### config.mk
export PLATFORM = sky130hd
export DESIGN_NAME = alu_multicycle
export DESIGN_NICKNAME = d
export VERILOG_FILES = /design/src/rtl/alu_multicycle.sv
export SDC_FILE = /design/constraint.sdc
export NUM_CORES = 1
export LEC_CHECK = 0
export ABC_CLOCK_PERIOD_IN_PS = 3300
export BUFFER_PORTS_ARGS = -buffer_cell sky130_fd_sc_hd__buf_2
export CORE_MARGIN = 8
export CORE_UTILIZATION = 63
export CTS_BUF_LIST = sky130_fd_sc_hd__clkbuf_2 sky130_fd_sc_hd__clkbuf_4 sky130_fd_sc_hd__clkbuf_8
export DETAILED_ROUTE_END_ITERATION = 8
export PLACE_DENSITY = 0.83
export SYNTH_ARGS = -nofsm -noshare
export SYNTH_HDL_FRONTEND = slang
export SYNTH_SLANG_ARGS = --single-unit
### constraint.sdc
create_clock -name clk -period 3.3 [get_ports clk]
set_input_delay 0.165 -clock clk [delete_from_list [all_inputs] [get_ports clk]]
set_output_delay 0.165 -clock clk [all_outputs]
set_load 0.005 [all_outputs]
### src/rtl/alu_multicycle.sv
`default_nettype none
// ============================================================================
// Module   : alu_multicycle
// Brief    : Per-thread ALU. Single-cycle ADD/SUB/MUL/CMP, iterative DIV.
// Revision : 1.0
// ============================================================================
module alu_multicycle #(
  parameter int DATA_WIDTH = 8,
  parameter bit SIGNED_CMP = 1'b0
) (
  input  logic                  clk,
  input  logic                  reset,
  input  logic                  enable,
  input  logic                  start,
  input  logic [1:0]            decoded_alu_arithmetic_mux,
  input  logic                  decoded_alu_output_mux,
  input  logic [DATA_WIDTH-1:0] rs,
  input  logic [DATA_WIDTH-1:0] rt,
  output logic [DATA_WIDTH-1:0] alu_out,
  output logic [DATA_WIDTH-1:0] alu_out_hi,
  output logic                  busy,
  output logic                  done,
  output logic                  div_by_zero
);

  localparam int              c_DW       = DATA_WIDTH;
  localparam int              c_CW       = $clog2(DATA_WIDTH);
  localparam logic [c_CW-1:0] c_CNT_LAST = c_CW'(DATA_WIDTH - 1);
  localparam logic [c_CW-1:0] c_CNT_ONE  = c_CW'(1);
  localparam logic [1:0]      c_OP_ADD   = 2'b00;
  localparam logic [1:0]      c_OP_SUB   = 2'b01;
  localparam logic [1:0]      c_OP_MUL   = 2'b10;

  typedef enum logic [0:0] {
    S_IDLE = 1'b0,
    S_DIV  = 1'b1
  } state_t;

  state_t            r_state, w_state_nxt;
  logic [c_CW-1:0]   r_cnt, w_cnt_nxt;
  logic [c_DW-1:0]   r_quot, w_quot_nxt;
  logic [c_DW-1:0]   r_rem, w_rem_nxt;
  logic [c_DW-1:0]   r_divisor, w_divisor_nxt;
  logic [c_DW-1:0]   r_alu_out, w_alu_out_nxt;
  logic [c_DW-1:0]   r_alu_out_hi, w_alu_out_hi_nxt;
  logic              r_done, w_done_nxt;
  logic              r_div_by_zero, w_div_by_zero_nxt;

  logic [c_DW:0]     w_sum, w_diff;
  logic [2*c_DW-1:0] w_prod;
  logic              w_lt, w_gt, w_eq;
  logic [c_DW:0]     w_rem_shift, w_rem_sub;
  logic              w_fits;
  logic [c_DW-1:0]   w_quot_step, w_rem_step;

  assign w_sum  = {1'b0, rs} + {1'b0, rt};
  assign w_diff = {1'b0, rs} - {1'b0, rt};
  assign w_prod = {{c_DW{1'b0}}, rs} * {{c_DW{1'b0}}, rt};
  assign w_eq   = (rs == rt);

  generate
    if (SIGNED_CMP) begin : g_cmp_signed
      assign w_lt = ($signed(rs) < $signed(rt));
      assign w_gt = ($signed(rs) > $signed(rt));
    end else begin : g_cmp_unsigned
      assign w_lt = (rs < rt);
      assign w_gt = (rs > rt);
    end
  endgenerate

  // One restoring step: bring in the next dividend bit, subtract if it fits.
  assign w_rem_shift = {r_rem, r_quot[c_DW-1]};
  assign w_rem_sub   = w_rem_shift - {1'b0, r_divisor};
  assign w_fits      = ~w_rem_sub[c_DW];
  assign w_quot_step = {r_quot[c_DW-2:0], w_fits};
  assign w_rem_step  = w_fits ? w_rem_sub[c_DW-1:0] : w_rem_shift[c_DW-1:0];

  always_comb begin
    w_state_nxt       = r_state;
    w_cnt_nxt         = r_cnt;
    w_quot_nxt        = r_quot;
    w_rem_nxt         = r_rem;
    w_divisor_nxt     = r_divisor;
    w_alu_out_nxt     = r_alu_out;
    w_alu_out_hi_nxt  = r_alu_out_hi;
    w_done_nxt        = 1'b0;
    w_div_by_zero_nxt = 1'b0;
    case (r_state)
      S_IDLE: begin
        if (enable && start) begin
          if (decoded_alu_output_mux) begin
            w_alu_out_nxt    = {{(c_DW-3){1'b0}}, w_gt, w_eq, w_lt};
            w_alu_out_hi_nxt = '0;
            w_done_nxt       = 1'b1;
          end else begin
            case (decoded_alu_arithmetic_mux)
              c_OP_ADD: begin
                w_alu_out_nxt    = w_sum[c_DW-1:0];
                w_alu_out_hi_nxt = {{(c_DW-1){1'b0}}, w_sum[c_DW]};
                w_done_nxt       = 1'b1;
              end
              c_OP_SUB: begin
                w_alu_out_nxt    = w_diff[c_DW-1:0];
                w_alu_out_hi_nxt = {{(c_DW-1){1'b0}}, w_diff[c_DW]};
                w_done_nxt       = 1'b1;
              end
              c_OP_MUL: begin
                w_alu_out_nxt    = w_prod[c_DW-1:0];
                w_alu_out_hi_nxt = w_prod[2*c_DW-1:c_DW];
                w_done_nxt       = 1'b1;
              end
              default: begin
                if (rt == '0) begin
                  w_alu_out_nxt     = '1;
                  w_alu_out_hi_nxt  = rs;
                  w_done_nxt        = 1'b1;
                  w_div_by_zero_nxt = 1'b1;
                end else begin
                  w_state_nxt   = S_DIV;
                  w_cnt_nxt     = '0;
                  w_quot_nxt    = rs;
                  w_rem_nxt     = '0;
                  w_divisor_nxt = rt;
                end
              end
            endcase
          end
        end
      end
      S_DIV: begin
        w_quot_nxt = w_quot_step;
        w_rem_nxt  = w_rem_step;
        w_cnt_nxt  = r_cnt + c_CNT_ONE;
        if (r_cnt == c_CNT_LAST) begin
          w_alu_out_nxt    = w_quot_step;
          w_alu_out_hi_nxt = w_rem_step;
          w_done_nxt       = 1'b1;
          w_state_nxt      = S_IDLE;
        end
      end
      default: w_state_nxt = S_IDLE;
    endcase
  end

  always_ff @(posedge clk or negedge reset) begin
    if (!reset) r_state <= S_IDLE;
    else        r_state <= w_state_nxt;
  end

  always_ff @(posedge clk or negedge reset) begin
    if (!reset) begin
      r_cnt         <= '0;
      r_quot        <= '0;
      r_rem         <= '0;
      r_divisor     <= '0;
      r_alu_out     <= '0;
      r_alu_out_hi  <= '0;
      r_done        <= 1'b0;
      r_div_by_zero <= 1'b0;
    end else begin
      r_cnt         <= w_cnt_nxt;
      r_quot        <= w_quot_nxt;
      r_rem         <= w_rem_nxt;
      r_divisor     <= w_divisor_nxt;
      r_alu_out     <= w_alu_out_nxt;
      r_alu_out_hi  <= w_alu_out_hi_nxt;
      r_done        <= w_done_nxt;
      r_div_by_zero <= w_div_by_zero_nxt;
    end
  end

  assign alu_out     = r_alu_out;
  assign alu_out_hi  = r_alu_out_hi;
  assign busy        = (r_state == S_DIV);
  assign done        = r_done;
  assign div_by_zero = r_div_by_zero;

endmodule
`default_nettype wire

# Word-level counts from Yosys, hierarchy flattened
# Cells that the tools add are included.
# Widths: inputs -> output; s select.
# classes
add_sub_neg	4
n_mul	1
order_cmp	2
eq_ne	10
n_mux	44
bitwise	5
n_reduce_logical	7
# op_table
operator	n
$mux 8	17
$pmux 8 s2	4
$pmux 8 s3	2
$mul 8x8->16	1
$mux 1	14
$mux 3	4
$add 8x8->9	1
$sub 8x8->9	1
$sub 9x8->9	1
$eq 8x8->1	1
$gt 8x8->1	1
$logic_not 8->1	1
$lt 8x8->1	1
$ne 2x2->1 const B	4
$ne 6x3->1 const B	1
$pmux 3 s2	1
$not 1->1	5
$reduce_and 5->1	1
$pmux 1 s2	2
$reduce_and 4->1	1
$add 3x1->3 const B	1
$eq 3x3->1 const B	1
$reduce_and 3->1	1
$reduce_or 3->1	1
other kinds (5)	5
# totals
regBits	46
inputBits	23
out_inout_bits	19
elab_cells	82

# Depth between registers and ports, before layout
# Gate-level depths: netlist of run 1.
# depth
depth_word	6
mapped_depth	18

# Worst setup path before layout of run 1
# OpenSTA, ideal clock, no wires.
# synth_timing
path_type	input to register
from	input rt[7]
to	register r_alu_out_hi[7], in the netlist alu_out_hi[7]
arrival_time_ns	4.190
required_time_ns	3.234
slack_ns	-0.956
stages	17
path_buffers	1
cell_sequence	buf_2 > nand2_1 > fa_1 > fa_1 > inv_1 > fa_1 > inv_1 > fa_1 > inv_1 > ha_1 > o21a_1 > a211oi_1 > o21ai_0 > nand3_1 > mux2_2 > nor3_1 > o32a_1
# synth_via
elab_chain_cells	5
elab_cells_between_ends	8
cone_classes	mul: 1; eq/ne: 1; mux: 4; reduce/logical: 2
# synth_lines
element	line	rtl
from (decl)	18	input logic [DATA_WIDTH-1:0] rt,
$mul 8x8->16	58	assign w_prod = {{c_DW{1'b0}}, rs} * {{c_DW{1'b0}}, rt};
$pmux 8 s3	96	case (decoded_alu_arithmetic_mux)
$mux 8	91	if (decoded_alu_output_mux) begin
$mux 8	90	if (enable && start) begin
$pmux 8 s2	88	case (r_state)
to (signal assigned)	166	r_alu_out_hi <= w_alu_out_hi_nxt;
to (decl)	45	logic [c_DW-1:0] r_alu_out_hi, w_alu_out_hi_nxt;
# Parallel ways exist; a longest one is shown, timed or not. The select of a mux whose other input is x is not followed.
# A chain may end at the register's enable or synchronous reset.

# Final worst setup path of run 1
# layout_timing
from	input rs[2]
to	register r_alu_out_hi[6], in the netlist alu_out_hi[6]
# layout_via
elab_chain_cells	5
# layout_lines
element	line	rtl
from (decl)	17	input logic [DATA_WIDTH-1:0] rs,
$mul 8x8->16	58	
$pmux 8 s3	96	
$mux 8	91	
$mux 8	90	
$pmux 8 s2	88	
# Every way passes these cells. The select of a mux whose other input is x is not followed.

==> results of run 1 <==
## timing repair
action                                  4_1_cts  5_1_grt
endpoints found under the hold margin         0        0
hold buffers                                  0        0
pin swaps                                    48       46
cloned                                        0        0
gates resized for setup                      55       32
endpoints found under the setup margin        9        9
setup buffers                                 3        3
## registers in the layout (all words and copies together) (netlist names)
register,count
r_quot,8
div_by_zero,1
busy,1
alu_out_hi,8
r_divisor,8
r_cnt,3
r_rem,8
alu_out,8
done,1
## layer usage
metal	track usage	vias up
li1	-	2325
met1	0.333	2442
met2	0.443	243
met3	0.0467	28
met4	0.0803	2
met5	0	-
## power by group through the flow
stage	Sequential (W)	Combinational (W)	Clock, W
2_1_floorplan	0.000954	0.00208	0
3_3_place_gp	0.000967	0.00294	0
3_5_place_dp	0.000980	0.00306	0
4_1_cts	0.000971	0.00320	0.000375
5_1_grt	0.00100	0.00375	0.000403
6_report	0.000975	0.00342	0.000377
## worst max-delay path: cells and delay by family
kind	cells	cell delay, ns
AOI/OAI and AO/OA	5	0.95
xor gates and xnor gates	1	0.19
buffers and inverters	4	0.26
adders and majority gates	5	2.21
and+or+nand+nor	2	0.17
## how the worst max path moves through the flow
| stage | endpoint | slack, ns | cells past startpoint |
|---|---|---|---|
| 2_1_floorplan | alu_out_hi[7] | -0.50 | 17 |
| 4_1_cts | alu_out_hi[7] | -0.36 | 16 |
| 6_report | alu_out_hi[6] | -0.43 | 17 |
| 5_1_grt | alu_out_hi[4] | -0.63 | 20 |
| 3_5_place_dp | alu_out_hi[6] | -0.91 | 17 |
| 3_3_place_gp | alu_out_hi[4] | -0.77 | 17 |
## kinds of logic (layout without fill, tap and decap cells)
group / count (synthesis) / after routing / synth area share
DFF: 46 / 46 / 0.218
xor gates and xnor gates: 19 / 19 / 0.0315
muxes: 8 / 8 / 0.0171
and+or+nand+nor: 185 / 185 / 0.164
AOI/OAI and AO/OA: 147 / 147 / 0.195
buffers and inverters: 106 / 218 / 0.0793
adders and majority gates: 101 / 101 / 0.295
## area by class of cell
cell class | count | area, µm²
clock inverters | 2 | 16.3
repair buffers | 125 | 970
well taps | 105 | 131
clock buffers | 6 | 82.6
fillers | 491 | 1460
inverters | 85 | 324
multi-input cells | 460 | 4040
flip-flops and latches | 46 | 1150
## through the flow
step | hold WS [ns] | setup slack (ns) | utilization | area (µm²) | cells
finish | 0.0115 | -0.431 | 0.821 | 6710 | 829
floorplan | -0.131 | -0.501 | - | 5440 | 612
CTS | 0.0458 | -0.361 | 0.800 | 6540 | 826
global placement | 0.368 | -0.771 | 0.763 | 6240 | 815
detailed placement | 0.382 | -0.913 | 0.763 | 6240 | 815
global route | 0.0946 | -0.628 | 0.821 | 6710 | 829
## Yosys cell counts, drive strengths merged, types with 2 or more instances
library cell   n  area [µm²]
xor2           6        52.6
o21bai         4        30.0
buf            7        42.5
nor2          43         164
o31ai          2        15.0
o21ai         22         110
o21a           5        37.5
xnor2         13         114
dfrtp         46        1150
mux2           8        90.1
ha            62         776
clkbuf        14        52.6
o211ai         6        45.0
a21o          12        90.1
nand2b         4        25.0
nor2b          4        25.0
o22ai          5        31.3
a221oi         4        41.3
o221ai         4        35.0
a222oi         7        70.1
a2111oi        2        17.5
and2          38         238
a22o           3        26.3
a211oi         5        37.5
and3           4        25.0
nor4           3        18.8
a41oi          2        17.5
a31o           2        17.5
a311o          2        20.0
nor3           9        45.0
nand2         68         258
nand3          7        35.0
a21oi         32         160
a32oi          2        17.5
or4            2        15.0
fa            39         781
o31a           2        26.3
inv           84         315
a31oi         16         106
==> results.rst, run 1 <==
.. list-table::
   :header-rows: 1

   * - Metric
     - Value
   * - Slew headroom
     - 0.341
   * - Power share of the sequential group
     - 0.204
   * - Post-route clock skew
     - 0.00624 ns
   * - Initial Util
     - 0.646
   * - CTS tree
     - done
   * - Detail-routed net length per standard cell
     - 18.8 µm
   * - Total Routed Length
     - 15600 µm
   * - Maximum fanout count along the critical path
     - 8
   * - Antenna violations before repair
     - 1
   * - Maximum level of the CTS H-tree
     - 2
   * - Number of DRC markers after the initial detailed-route iteration
     - 403
   * - Antenna diodes
     - 0
   * - Number of endpoints failing setup at the final stage
     - 9
   * - Setup repair after global routing missed its margin
     - yes
   * - Required time of the critical path
     - 3.53 ns
   * - Asr flop ratio synth
     - 1.00
   * - Slowest stage cell, crit path
     - sky130_fd_sc_hd__fa_1
   * - Final max-slew violation count
     - 0
   * - Top-level port count
     - 42
   * - Number of nets in the finished design
     - 847
   * - Net Count, Synth
     - 736
   * - Path class of the lowest-slack min-delay path
     - input port to async pin
   * - Number of antenna-violating nets in the routed design
     - 0
   * - Worst R2R Path Depth
     - 11
   * - Root buffer selected by CTS
     - sky130_fd_sc_hd__clkbuf_8
   * - Count of flip-flops with a built-in enable after synthesis
     - 0
   * - Share of final-layout standard cells stronger than drive strength 1
     - 0.291
   * - Largest net degree at the start of global routing
     - 47
   * - Detailed-route via count
     - 5040
   * - Worst r2r dst
     - alu_out_hi[7]
   * - Count of yosys warnings during synthesis
     - 0
   * - Num Clock Sinks
     - 46
   * - Reg-to-reg slack, setup
     - 0.16 ns
   * - DRC
     - 0
   * - Register bit count reported by yosys
     - 46
   * - # rows
     - 33
   * - CP cell instances
     - buf_8, nand2_1, fa_1, fa_1, inv_1, fa_1, inv_1, fa_1, inv_2, ha_4, o211ai_1, o211ai_1, a31oi_1, xor2_1, o21ai_1, nand2_1, a31oi_1
   * - Core box area
     - 8180 µm²
   * - Internal power contribution
     - 0.00260 W
   * - Launching element of the worst setup path
     - rs[2]
   * - Worst reg2reg path startpoint
     - r_quot[7]
   * - Maximum buffer depth of the clock tree
     - 2
   * - Peak Freq
     - 268 MHz
   * - Run status
     - finished with violations
   * - Total GRT Usage
     - 0.262
   * - TritonCTS buffer count
     - 5
   * - Cell count after synthesis
     - 612
   * - Netlist Area Pre-Place
     - 5280 µm²
   * - Total negative slack
     - -2.97 ns
   * - Arrival time at the worst endpoint
     - 3.96 ns
   * - Failing checks
     - setup timing
   * - Combinational share of power
     - 0.716
   * - Leak pwr
     - 3.35 nW
   * - Horizontal extent of the die
     - 108 µm
   * - Post-detail-place hpwl
     - 11900 µm
   * - Number of maximum-capacitance violations
     - 0
   * - Peak supply drop
     - 0.393 mV
   * - Worst setup path category
     - input port to register
   * - Via count of the first global-routing pass
     - 5022
   * - Synthesized area divided by synthesized cell count
     - 8.63 µm²
   * - Die footprint
     - 11600 µm²
   * - Worst setup EP type
     - register
   * - Height of the die
     - 108 µm
   * - Tcrit/Tclk final
     - 1.13
   * - Count of final hold-check violations
     - 0
   * - Wire length of the first global-routing pass
     - 24600 µm
   * - Post-CTS clock slew at the launch and capture registers of the worst setup and hold paths
     - 0.09 ns
   * - Sum of overflow across all layers after global routing
     - 0
   * - Main synth FF type
     - sky130_fd_sc_hd__dfrtp_1
   * - Weighted congestion reported at the end of routability-driven placement
     - 0.967
   * - Share of power burned in the clock network
     - 0.079
   * - Largest stage delay, worst path
     - 0.51 ns
   * - Sequential cell area fraction in the yosys report
     - 0.218
   * - Startpoint kind of the worst setup timing path
     - input port
   * - Power Density
     - 711 nW/µm²
   * - Power spent charging and discharging nets
     - 0.00217 W
   * - Top routing layer in use
     - met5
   * - WL met3
     - 1200 µm
   * - Area growth from synthesis to final layout
     - 27.0%
   * - Minimum period implied by the final worst setup slack
     - 3.73 ns
   * - Worst Max-Slew Pin Slew
     - 0.988 ns
   * - Most used cells in the layout excluding fill and tap cells
     - sky130_fd_sc_hd__buf_4, sky130_fd_sc_hd__inv_1, sky130_fd_sc_hd__nand2_1
   * - Number of different library cells in the post-synthesis netlist
     - 60
   * - Final worst-path setup slack
     - -0.431 ns
   * - Vias per std cell
     - 6.08
   * - Met1 routed wirelength after detailed routing
     - 6320 µm
   * - Clk Latency, worst-skew pair
     - 0.31 ns
   * - Critical Path Most Common Cell
     - sky130_fd_sc_hd__fa_1
   * - Switching Share
     - 0.454
   * - Number of detailed-route iterations in the first pass
     - 5
   * - Count of input and output buffers
     - 41
   * - Total power
     - 0.00477 W
   * - Wire length on met2
     - 7710 µm
   * - Most common cell after layout, fill and taps aside
     - sky130_fd_sc_hd__buf_4
(Power assumes the default switching activity.)
==> run 2, diff against run 1 <==
ABC_CLOCK_PERIOD_IN_PS = 3000   (was 3300)
BUFFER_PORTS_ARGS = unset   (was -buffer_cell sky130_fd_sc_hd__buf_2)
CORE_UTILIZATION = 61   (was 63)
DONT_BUFFER_PORTS = 1   (was unset)
PLACE_DENSITY = 0.8   (was 0.83)
clock period = 3 ns   (was 3.3 ns; I/O delays follow)
==> results.rst, run 2 (synthesis gave the netlist of run 1 again) <==
.. list-table::
   :header-rows: 1

   * - Metric
     - Value
   * - Run status
     - finished with violations
   * - Failing checks
     - setup timing
   * - Final worst-path setup slack
     - -0.550 ns (-0.120 ns)
   * - Global-route track usage on met1
     - 0.323 (-0.00981)
   * - Sum of overflow across all layers after global routing
     - 0 (unchanged)
   * - Top Usage Layer GRT
     - met2
   * - Worst hold path cell count
     - 2
   * - Number of maximum-capacitance violations
     - 0 (unchanged)
   * - Post-CTS clock slew at the launch and capture registers of the worst setup and hold paths
     - 0.09 ns (about the same)
   * - Most used cells in the layout excluding fill and tap cells
     - sky130_fd_sc_hd__inv_1, sky130_fd_sc_hd__nand2_1, sky130_fd_sc_hd__ha_1
   * - Total negative slack
     - -4.25 ns (-1.28 ns)
   * - Number of endpoints failing setup at the final stage
     - 9 (unchanged)
   * - Beginning of the worst hold path
     - rt[3]
   * - Count of input and output buffers
     - 0 (-100%)
   * - Slowest stage cell, crit path
     - sky130_fd_sc_hd__fa_1
   * - Tcrit/Tclk final
     - 1.18
   * - Largest net degree at the start of global routing
     - 47 (unchanged)
   * - Share of final-layout standard cells stronger than drive strength 1
     - 0.179 (-0.113)
   * - Power share of the sequential group
     - 0.220 (+0.016)
   * - Most common cell after layout, fill and taps aside
     - sky130_fd_sc_hd__inv_1
   * - CTS tree
     - done
   * - Initial Util
     - 0.618 (-0.0284)
   * - Family with the most delay on the worst path
     - adder cells
   * - Switching Share
     - 0.442 (-0.0124)
   * - Maximum fanout count along the critical path
     - 10 (+2)
   * - Slew headroom
     - 0.582 (+0.240)
   * - Top-level port count
     - 42 (unchanged)
   * - Peak Freq
     - 282 MHz
   * - Root buffer selected by CTS
     - sky130_fd_sc_hd__clkbuf_8
   * - Die footprint
     - 11900 µm² (+2.8%)
   * - Detailed-route via count
     - 4768 (-5.4%)
   * - Share of power burned in the clock network
     - 0.109 (+0.030)
   * - Antenna violations before repair
     - 0 (-1)
   * - Horizontal extent of the die
     - 109 µm (+1.4%)
   * - Number of detailed-route iterations in the first pass
     - 9 (+4)
   * - Detail-routed net length per standard cell
     - 19.6 µm (+4.3%)
   * - Startpoint kind of the worst setup timing path
     - input port
   * - Required time of the critical path
     - 3.22 ns (-0.31 ns)
   * - Total GRT Usage
     - 0.260 (-0.00210)
   * - Filler-free cell count of the finished design
     - 768 (-7.4%)
   * - Total Routed Length
     - 15000 µm (-3.4%)
   * - Via count of the first global-routing pass
     - 4918 (-2.1%)
   * - Internal power contribution
     - 0.00286 W (+9.8%)
   * - Worst R2R Path Depth
     - 13 (+2)
   * - Antenna diodes
     - 0 (unchanged)
   * - Area growth from synthesis to final layout
     - 17.1%
   * - Cell count along the critical path
     - 16 (-1)
   * - Power spent charging and discharging nets
     - 0.00226 W (+4.5%)
   * - Maximum buffer depth of the clock tree
     - 2 (unchanged)
   * - CP cell instances
     - nand2_8, fa_1, fa_1, inv_1, fa_1, inv_1, fa_1, inv_2, ha_4, o211ai_1, o211ai_1, a31oi_1, xor2_1, o21ai_1, nand2_1, a31oi_1
   * - Worst r2r dst
     - alu_out_hi[3]
   * - Min-Delay Endpoint
     - r_divisor[3]
   * - Core box area
     - 8550 µm² (+4.6%)
   * - Number of nets in the finished design
     - 783 (-7.6%)
   * - Crit path buf inv count
     - 3 (-1)
   * - Num Clock Sinks
     - 46 (unchanged)
   * - M3 GR Usage
     - 0.0609 (+0.0142)
   * - Power Density
     - 828 nW/µm² (+17%)
   * - Core utilization of the finished layout
     - 0.723 (-0.0975)
   * - Wire length of the first global-routing pass
     - 24600 µm (-0.22%)
   * - Post-detail-place hpwl
     - 11000 µm (-7.0%)
   * - Worst reg2reg path startpoint
     - r_quot[7]
   * - Met2 Usage GRT
     - 0.439 (-0.00451)
   * - Reg-to-reg slack, setup
     - 0.19 ns (+0.03 ns)
   * - Arrival time at the worst endpoint
     - 3.77 ns (-0.19 ns)
   * - Count of final hold-check violations
     - 0 (unchanged)
   * - Critical Path Most Common Cell
     - sky130_fd_sc_hd__fa_1
   * - Clk Latency, worst-skew pair
     - 0.30 ns (about the same)
   * - Weighted congestion reported at the end of routability-driven placement
     - 0.956 (-1.1%)
   * - Post-route clock skew
     - 0.00526 ns (-0.000981 ns)
   * - Minimum period implied by the final worst setup slack
     - 3.55 ns
   * - # rows
     - 34 (+3.0%)
   * - Combinational share of power
     - 0.670 (-0.046)
   * - Number of antenna-violating nets in the routed design
     - 0 (unchanged)
   * - Worst setup path category
     - input port to register
   * - Worst setup EP type
     - register
   * - Maximum level of the CTS H-tree
     - 2 (unchanged)
   * - Height of the die
     - 109 µm (+1.4%)
   * - Setup repair after global routing missed its margin
     - yes
   * - Vias per std cell
     - 6.21 (+2.1%)
   * - Final max-slew violation count
     - 0 (unchanged)
   * - Number of cells after detailed placement
     - 744 (-8.7%)
   * - Leak pwr
     - 3.03 nW (-9.4%)
   * - Path class of the lowest-slack min-delay path
     - input port to register
   * - Largest stage delay, worst path
     - 0.51 ns (about the same)
   * - Peak supply drop
     - 0.361 mV (-8.1%)
   * - Number of DRC markers after the initial detailed-route iteration
     - 346 (-14%)
   * - TritonCTS buffer count
     - 5 (unchanged)
   * - DRC
     - 0 (unchanged)
   * - Worst Max-Slew Pin Slew
     - 0.611 ns (-0.376 ns)
   * - Pre-CTS WS
     - -0.958 ns (-0.0442 ns)
## run 2: final cells by class
| cell class | count | area (µm²) |
|---|---|---|
| Multi-Input combinational cell | 460 | 3930 |
| Fill cell | 652 | 2360 |
| Sequential cell | 46 | 1150 |
| Timing Repair Buffer | 61 | 502 |
| Inverter | 85 | 324 |
| Tap cell | 108 | 135 |
| Clock buffer | 6 | 82.6 |
| Clock inverter | 2 | 60.1 |
## run 2: metal layers
metal / share of wire / up-vias
met3: 0.093 / 47
met4: 0.030 / 0
met1: 0.40 / 2294
met2: 0.47 / 239
li1: - / 2188
met5: 0 / -
## run 2: what timing repair did
| item | CTS | global route |
|---|---|---|
| setup endpoints to repair | 9 | 9 |
| setup buffers | 4 | 2 |
| pin swaps | 43 | 25 |
| hold buffers | 12 | 0 |
| gates resized for setup | 21 | 5 |
| hold endpoints to repair | 56 | 0 |
## run 2: metrics by stage
stage	hold slack (ns)	cell area (µm²)	total power, W
detailed placement	-0.144	5790	0.00422
global route	0.00124	6190	0.00556
CTS	0.0109	6150	0.00498
finish	0.0142	6190	0.00512
floorplan	-0.146	5440	0.00334
global placement	-0.144	5790	0.00411
## run 2: worst register-to-register path, delay by kind of cell, from the launching register on
family	cells	cell delay, ns
multiplexers	1	0.34
AND/OR/NAND/NOR	1	0.09
XOR/XNOR	1	0.26
AO/OA/AOI/OAI	4	0.57
buffers and inverters	4	0.50
flip-flops	1	0.39
adder cells (fa/ha/maj)	2	0.54
## run 2: worst max-delay path by stage
stage / slack, ns / from / end
final: -0.55 / rt[5] / alu_out_hi[6]
after global routing: -0.75 / rs[2] / alu_out_hi[6]
after CTS: -0.58 / rt[4] / alu_out_hi[3]
after detailed placement: -0.96 / rt[2] / alu_out_hi[7]
after global placement: -0.84 / rs[3] / alu_out_hi[7]
after floorplan: -0.79 / rs[5] / alu_out_hi[7]
## run 2: power by group through the flow
stage               Combinational, W  Clock [W]  Sequential [W]
finish                       0.00343   0.000561         0.00113
global route                 0.00379   0.000599         0.00117
CTS                          0.00329   0.000559         0.00113
detailed placement           0.00308          0         0.00114
global placement             0.00298          0         0.00113
floorplan                    0.00229          0         0.00105
